===== src/rtl/seq_cmp_pkg.sv =====
// Shared types and constants for the sequential cascade comparator.
//   state_t : comparator FSM states
//   ndig()  : number of DIGIT-bit digits needed to cover WIDTH bits
//   EQ_RST / GT_RST : result values presented after reset
package seq_cmp_pkg;

    typedef enum logic [1:0] {
        ST_IDLE = 2'd0,
        ST_CMP  = 2'd1,
        ST_DONE = 2'd2
    } state_t;

    localparam logic EQ_RST = 1'b1;
    localparam logic GT_RST = 1'b0;

    // Ceiling division; the operand is zero-padded up to ndig*digit bits
    function automatic int unsigned ndig(input int unsigned width, input int unsigned digit);
        return (width + digit - 1) / digit;
    endfunction

endpackage


===== src/rtl/cmp_digit_cell.sv =====
// Combinational DIGIT-bit magnitude cascade cell.
//   a_d, b_d : digit of operand A / B
//   eq_i     : more-significant digits equal so far
//   gt_i     : more-significant digits decided A>B (only meaningful when eq_i=0)
//   eq_o     : equality after this digit
//   gt_o     : A>B after this digit
module cmp_digit_cell #(
    parameter int unsigned DIGIT = 2
) (
    input  logic [DIGIT-1:0] a_d,
    input  logic [DIGIT-1:0] b_d,
    input  logic             eq_i,
    input  logic             gt_i,
    output logic             eq_o,
    output logic             gt_o
);

    // Once a more-significant digit has decided the order, lower digits cannot change it
    always_comb begin
        eq_o = eq_i;
        gt_o = gt_i;
        if (eq_i) begin
            if (a_d > b_d) begin
                eq_o = 1'b0;
                gt_o = 1'b1;
            end else if (a_d < b_d) begin
                eq_o = 1'b0;
                gt_o = 1'b0;
            end else begin
                eq_o = 1'b1;
                gt_o = 1'b0;
            end
        end
    end

endmodule


===== src/rtl/seq_cascade_comparator.sv =====
// Sequential MSB-first magnitude comparator for unsigned WIDTH-bit operands,
// DIGIT bits per clock, chainable through eq_in/gt_in.
//   clk, rst_n      : clock, asynchronous active-low reset
//   start, a, b     : request and operands, accepted only when idle
//   eq_in, gt_in    : cascade from a more-significant stage (eq_in wins if both set)
//   busy            : comparison in progress
//   done            : one-cycle pulse, results valid
//   eq_out/gt_out/lt_out : registered result, held until the next completion
// Build option: define SEQ_CMP_EARLY_EXIT_EN to finish as soon as the order is decided.
module seq_cascade_comparator
    import seq_cmp_pkg::*;
#(
    parameter int unsigned WIDTH = 8,
    parameter int unsigned DIGIT = 2
) (
    input  logic             clk,
    input  logic             rst_n,
    input  logic             start,
    input  logic [WIDTH-1:0] a,
    input  logic [WIDTH-1:0] b,
    input  logic             eq_in,
    input  logic             gt_in,
    output logic             busy,
    output logic             done,
    output logic             eq_out,
    output logic             gt_out,
    output logic             lt_out
);

    localparam int unsigned NDIG = ndig(WIDTH, DIGIT);
    localparam int unsigned PW   = NDIG * DIGIT;
    localparam int unsigned PAD  = PW - WIDTH;
    localparam int unsigned CW   = (NDIG > 1) ? $clog2(NDIG) : 1;
    localparam logic [CW-1:0] LAST = CW'(NDIG - 1);

    state_t          r_state;
    state_t          w_next;
    logic [PW-1:0]   r_a;
    logic [PW-1:0]   r_b;
    logic            r_eq;
    logic            r_gt;
    logic [CW-1:0]   r_cnt;
    logic            r_busy;
    logic            r_done;
    logic            r_eq_out;
    logic            r_gt_out;
    logic            r_lt_out;
    logic            w_eq;
    logic            w_gt;
    logic            w_last;

    // Current digit is always the top DIGIT bits; operands shift left each step
    cmp_digit_cell #(.DIGIT(DIGIT)) u_cell (
        .a_d  (r_a[PW-1 -: DIGIT]),
        .b_d  (r_b[PW-1 -: DIGIT]),
        .eq_i (r_eq),
        .gt_i (r_gt),
        .eq_o (w_eq),
        .gt_o (w_gt)
    );

`ifdef SEQ_CMP_EARLY_EXIT_EN
    assign w_last = (r_cnt == LAST) || !w_eq;
`else
    assign w_last = (r_cnt == LAST);
`endif

    // State register
    always_ff @(posedge clk or negedge rst_n) begin
        if (!rst_n) r_state <= ST_IDLE;
        else        r_state <= w_next;
    end

    // Next-state logic
    always_comb begin
        w_next = r_state;
        case (r_state)
            ST_IDLE: if (start)  w_next = ST_CMP;
            ST_CMP:  if (w_last) w_next = ST_DONE;
            ST_DONE:             w_next = ST_IDLE;
            default:             w_next = ST_IDLE;
        endcase
    end

    // Datapath and registered outputs
    always_ff @(posedge clk or negedge rst_n) begin
        if (!rst_n) begin
            r_a      <= '0;
            r_b      <= '0;
            r_eq     <= EQ_RST;
            r_gt     <= GT_RST;
            r_cnt    <= '0;
            r_busy   <= 1'b0;
            r_done   <= 1'b0;
            r_eq_out <= EQ_RST;
            r_gt_out <= GT_RST;
            r_lt_out <= 1'b0;
        end else begin
            r_busy <= (w_next == ST_CMP);
            r_done <= (w_next == ST_DONE);
            case (r_state)
                ST_IDLE: begin
                    if (start) begin
                        // Zero padding at the LSB end compares equal, so it never affects the result
                        r_a   <= PW'(a) << PAD;
                        r_b   <= PW'(b) << PAD;
                        r_eq  <= eq_in;
                        r_gt  <= gt_in & ~eq_in;
                        r_cnt <= '0;
                    end
                end
                ST_CMP: begin
                    r_a   <= r_a << DIGIT;
                    r_b   <= r_b << DIGIT;
                    r_eq  <= w_eq;
                    r_gt  <= w_gt;
                    r_cnt <= r_cnt + CW'(1);
                    if (w_last) begin
                        r_eq_out <= w_eq;
                        r_gt_out <= w_gt;
                        r_lt_out <= ~w_eq & ~w_gt;
                    end
                end
                default: ;
            endcase
        end
    end

    assign busy   = r_busy;
    assign done   = r_done;
    assign eq_out = r_eq_out;
    assign gt_out = r_gt_out;
    assign lt_out = r_lt_out;

endmodule


===== config.mk =====
export PLATFORM = sky130hd
export DESIGN_NAME = seq_cascade_comparator
export DESIGN_NICKNAME = d
export VERILOG_FILES = /design/src/rtl/seq_cmp_pkg.sv /design/src/rtl/cmp_digit_cell.sv /design/src/rtl/seq_cascade_comparator.sv
export SDC_FILE = /design/constraint.sdc
export NUM_CORES = 1
export LEC_CHECK = 0
export CORE_MARGIN = 2
export CORE_UTILIZATION = 54
export CTS_CLUSTER_SIZE = 24
export DETAILED_ROUTE_END_ITERATION = 10
export PLACE_DENSITY = 0.81
export REMOVE_ABC_BUFFERS = 1
export SKIP_CTS_REPAIR_TIMING = 1
export SYNTH_ARGS = -nofsm -noshare
export SYNTH_HDL_FRONTEND = slang
export SYNTH_SLANG_ARGS = --single-unit

===== constraint.sdc =====
create_clock -name clk -period 3.7 [get_ports clk]
set_clock_uncertainty 0.05 [all_clocks]
set_input_delay 0.925 -clock clk [delete_from_list [all_inputs] [get_ports clk]]
set_output_delay 0.925 -clock clk [all_outputs]
set_load 0.05 [all_outputs]

* After elaboration in Yosys (flattened, before gate mapping)
Cells that the tools add are included.
** Cells by class
- Magnitude comparators :: 2
- Eq/ne operators :: 5
- Multiplexer cells :: 18
- Bitwise operators :: 5
- Reduce and logical (&&, ||, !) cells :: 4
- $add $sub $neg :: 1
** Operator list (number)
- 8-bit case mux with 2 select lines :: 2
- 8-bit two-way mux :: 2
- 2-bit case mux with 2 select lines :: 2
- 1-bit two-way mux :: 7
- 2-bit two-way mux :: 3
- 2-bit by 1-bit equality test with 1-bit output, second input constant :: 2
- 2-bit equality test, second input constant :: 2
- 1-bit case mux with 2 select lines :: 2
- 2-bit AND reduction :: 2
- 1-bit NOT :: 3
- 2-bit by 1-bit adder with 2-bit output, second input constant :: 1
- 1-bit bitwise AND :: 2
- 2-bit greater-than comparator :: 1
- 2-bit logical NOT :: 1
- 2-bit less-than comparator :: 1
- 2-bit != test, second input constant :: 1
- 2-bit nonzero test :: 1
** Word-level totals
- Output and inout port bits :: 5
- Register bits :: 27
- Input port bits :: 21
- Word-level logic and storage cells :: 46

* Logic depth before layout (Yosys ltp)
- Depth in word-level cells :: 6
- Mapped depth :: 6
- Depth with buffers taken out :: 6

* Modules after synthesis
From an unflattened synthesis, not the netlist that was laid out.
** Second synthesis, totals
- Cells, all modules :: 121
- Area, all modules :: 1287.5 µm²
** Modules (own cells, without submodules)
- seq_cascade_comparator :: instances 1, area each 1209.9 µm², seq. area each 678.2 µm², cells each 109
- cmp_digit_cell :: instances 1, area each 77.6 µm², seq. area each 0.0 µm², cells each 12

* Worst setup path before layout
OpenSTA, ideal clock, no wires.
- Path type :: register -> output
- From :: register r_eq_out (netlist: eq_out)
- To :: output port eq_out
- Path slack :: 2.063 ns
- Buffers on the path :: 0
- Arrival time :: 0.662 ns
- Stages on the path, launching flop included :: 1
- Required time :: 2.725 ns
- Path through :: dfstp_2
** RTL lines
- start, declared :: line seq_cascade_comparator.sv:45 : logic r_eq_out;
- start signal, assigned :: line seq_cascade_comparator.sv:119 : r_eq_out <= w_eq;
- end, declared :: line seq_cascade_comparator.sv:25 : output logic eq_out,
No word-level cell between the ends.

* Worst setup path after layout
- From :: register r_eq_out (netlist: eq_out)
- To :: output port eq_out
No word-level cell between the ends.

==> flow_summary.ini <==
[critical_path]
arrival_ns = 1.68
start_kind = flop
crit_chain = clkdlybuf4s50_1
endpoint_kind = output port
path_delay_family = buffers and inverters
critPathKind = reg -> out
reg2reg_depth = 4
worstPathRequired_ns = 2.72
reg2reg_from = r_state[0]
timing.rr.end = eq_out
worstPathMaxFanout = 2
cpPeakStageDelay_ns = 0.80
cpMaxStageDelayCell = clkdlybuf4s50_1
rrSetupSlack_ns = 1.73
path_buf_inv = 1

[detailed_routing]
drc = 0
finalWirelength_mm = 2.68
vias = 1013
first_pass_iters = 4
drt_iter0_drc = 29
postRouteAntennaNets = 0
avgViaCountPerCell = 5.66
wire_per_inst_um = 15.0

[synth]
ys_warn_count = 0
ys_types = 27
netlist_instances = 128
postSynthAreaPerCell_um2 = 10.4
ys_ff_latch = 27
seq_area_frac_synth_pct = 50.9
synth_area_mm2 = 0.00133

[final_layout]
drive_gt1_share_pct = 11.9
n_antenna_cell = 0
stdcell_area_mm2 = 0.00160
final_cell_mix = dfrtp_1, clkdlybuf4s50_1, a21oi_1
syn_to_final_growth_pct = 20.1
finalNetCount = 176

[grt]
grt_max_degree = 28
grtUsageTotal_pct = 21.5
grt_overflow = 0
grt_pass1_vias = 1052
antenna_found_initial = 0
grt_pass1_wl_mm = 4.51

[sta]
final.setup.tns_ns = 0
rsz0062_at_grt = no
fmax_ghz = 0.377
finalSetupViolations = 0
layout_min_cycle_time_ns = 2.65
relSlewSlack_pct = 48.7
slew_viol_final = 0
finalHoldViolations = 0
tightestPinTransition_ns = 0.769
finalCritPeriodShare_pct = 71.7

[worst_hold_path]
min-delay-path-class = reg -> reg
worstHoldEndpoint = r_b[7]
min_from = r_b[7]
worstHoldPathCells = 2

[placed_design]
place_area_mm2 = 0.00157
gp_congestion = 0.752
io_buffers = 25
dp_hpwl_mm = 1.94

[floorplanning]
start_util_pct = 58.5
num_rows = 17
core_area_mm2 = 0.00228
fp.dieArea_mm2 = 0.00288
num_io_pins = 26
die_h_um = 53.7
dieWidth_um = 53.7

[power_and_ir_drop]
leakagePower_nw = 0.697
powerDensity_mw_per_mm2 = 743
peakVddDrop_v = 0.000522

[clock_network]
clock_path_buffers = 2
htree_levels = 1
cts_tree = yes
cts_buffers = 3
cts-root-buf = clkbuf_4
clk_pin_slew_ns = 0.15
cts_num_sinks = 27
clock_latency_ns = 0.32

[run_status]
outcome = finished clean

[run]
timing.max_cap.violations = 0
==> metal layers <==
metal | part of all wire [%] | routed length [µm] | global-route usage (%)
met2 | 54 | 1430 | 38.6
met4 | 0.63 | 17 | 8.12
met5 | 0 | 0 | 0
met3 | 3.8 | 101 | 3.61
met1 | 42 | 1130 | 25.5
==> cells in the mapped netlist (all sizes together) <==
cell type  count  area [µm²]
dfstp          2        52.6
a31oi          1        6.26
nand2          8        32.5
buf            6        51.3
o2111a         1        11.3
a21oi         14        70.1
nor2b         11        83.8
clkbuf         1        3.75
o22ai          1        6.26
inv            7        26.3
a2bb2oi        1        8.76
a21o           1        7.51
a22o           4        35.0
nor2           4        15.0
o21ai         17        88.8
nand2b         1        6.26
mux2           2        22.5
ha             3        37.5
a22oi         13        97.6
dfrtp         25         626
and2b          5        43.8
==> flip-flops by register name, summed over array words and instances (netlist names) <==
name,flops
gt_out,1
r_a,8
r_eq,1
done,1
busy,1
r_cnt,2
r_state,2
r_gt,1
lt_out,1
r_b,8
eq_out,1
==> kinds of logic after synthesis <==
| group | synth area share (%) |
|---|---|
| compound gates | 24.9 |
| simple gates | 13.6 |
| flops | 50.9 |
| buf+inv | 6.10 |
| fa+ha+maj | 2.82 |
| mux | 1.69 |
==> tightest hold or removal path: cells and delay by family, from the launching register on <==
kind / cells / cell delay [ns]
DFF: 1 / 0.37
AOI/OAI and AO/OA: 1 / 0.06
and+or+nand+nor: 1 / 0.05
==> worst max path at each step <==
| stage | startpoint | end | slack (ns) | depth (start not counted) |
|---|---|---|---|---|
| after global placement | start | r_gt | 1.07 | 5 |
| after detailed placement | start | r_gt | 0.99 | 5 |
| after global routing | eq_out | eq_out | 1.0 | 1 |
| after CTS | eq_out | eq_out | 1.03 | 1 |
| final | eq_out | eq_out | 1.05 | 1 |
| after floorplan | eq_out | eq_out | 2.06 | 0 |
==> cell type report <==
cell class / count / area (µm²)
clock buffers: 3 / 22.5
flip-flops and latches: 27 / 678
inverters: 7 / 26.3
repair buffers: 26 / 258
well taps: 28 / 35.0
fillers: 181 / 676
multi-input cells: 87 / 573
clock inverters: 1 / 7.51
==> power breakdown <==
part           leakage, nW  total (mW)  switching (mW)  internal, mW
clock network       0.0139       0.128          0.0869        0.0412
registers            0.341       0.542           0.122         0.420
logic                0.343       0.520           0.287         0.233
total                0.697        1.19           0.495         0.694
==> per-stage QoR <==
step                      util, %  setup WS (ns)  hold WS [ns]  instances  total power, mW
after floorplan                 -           2.06         0.400        121            0.892
after global placement       69.0           1.07         0.416        175             1.04
after detailed placement     69.0          0.985         0.421        175             1.07
after CTS                    70.3           1.03         0.455        179             1.20
after global routing         70.3          0.999         0.488        179             1.28
final                        70.3           1.05         0.447        179             1.19
Note: power is estimated with default switching activity, not from simulation.
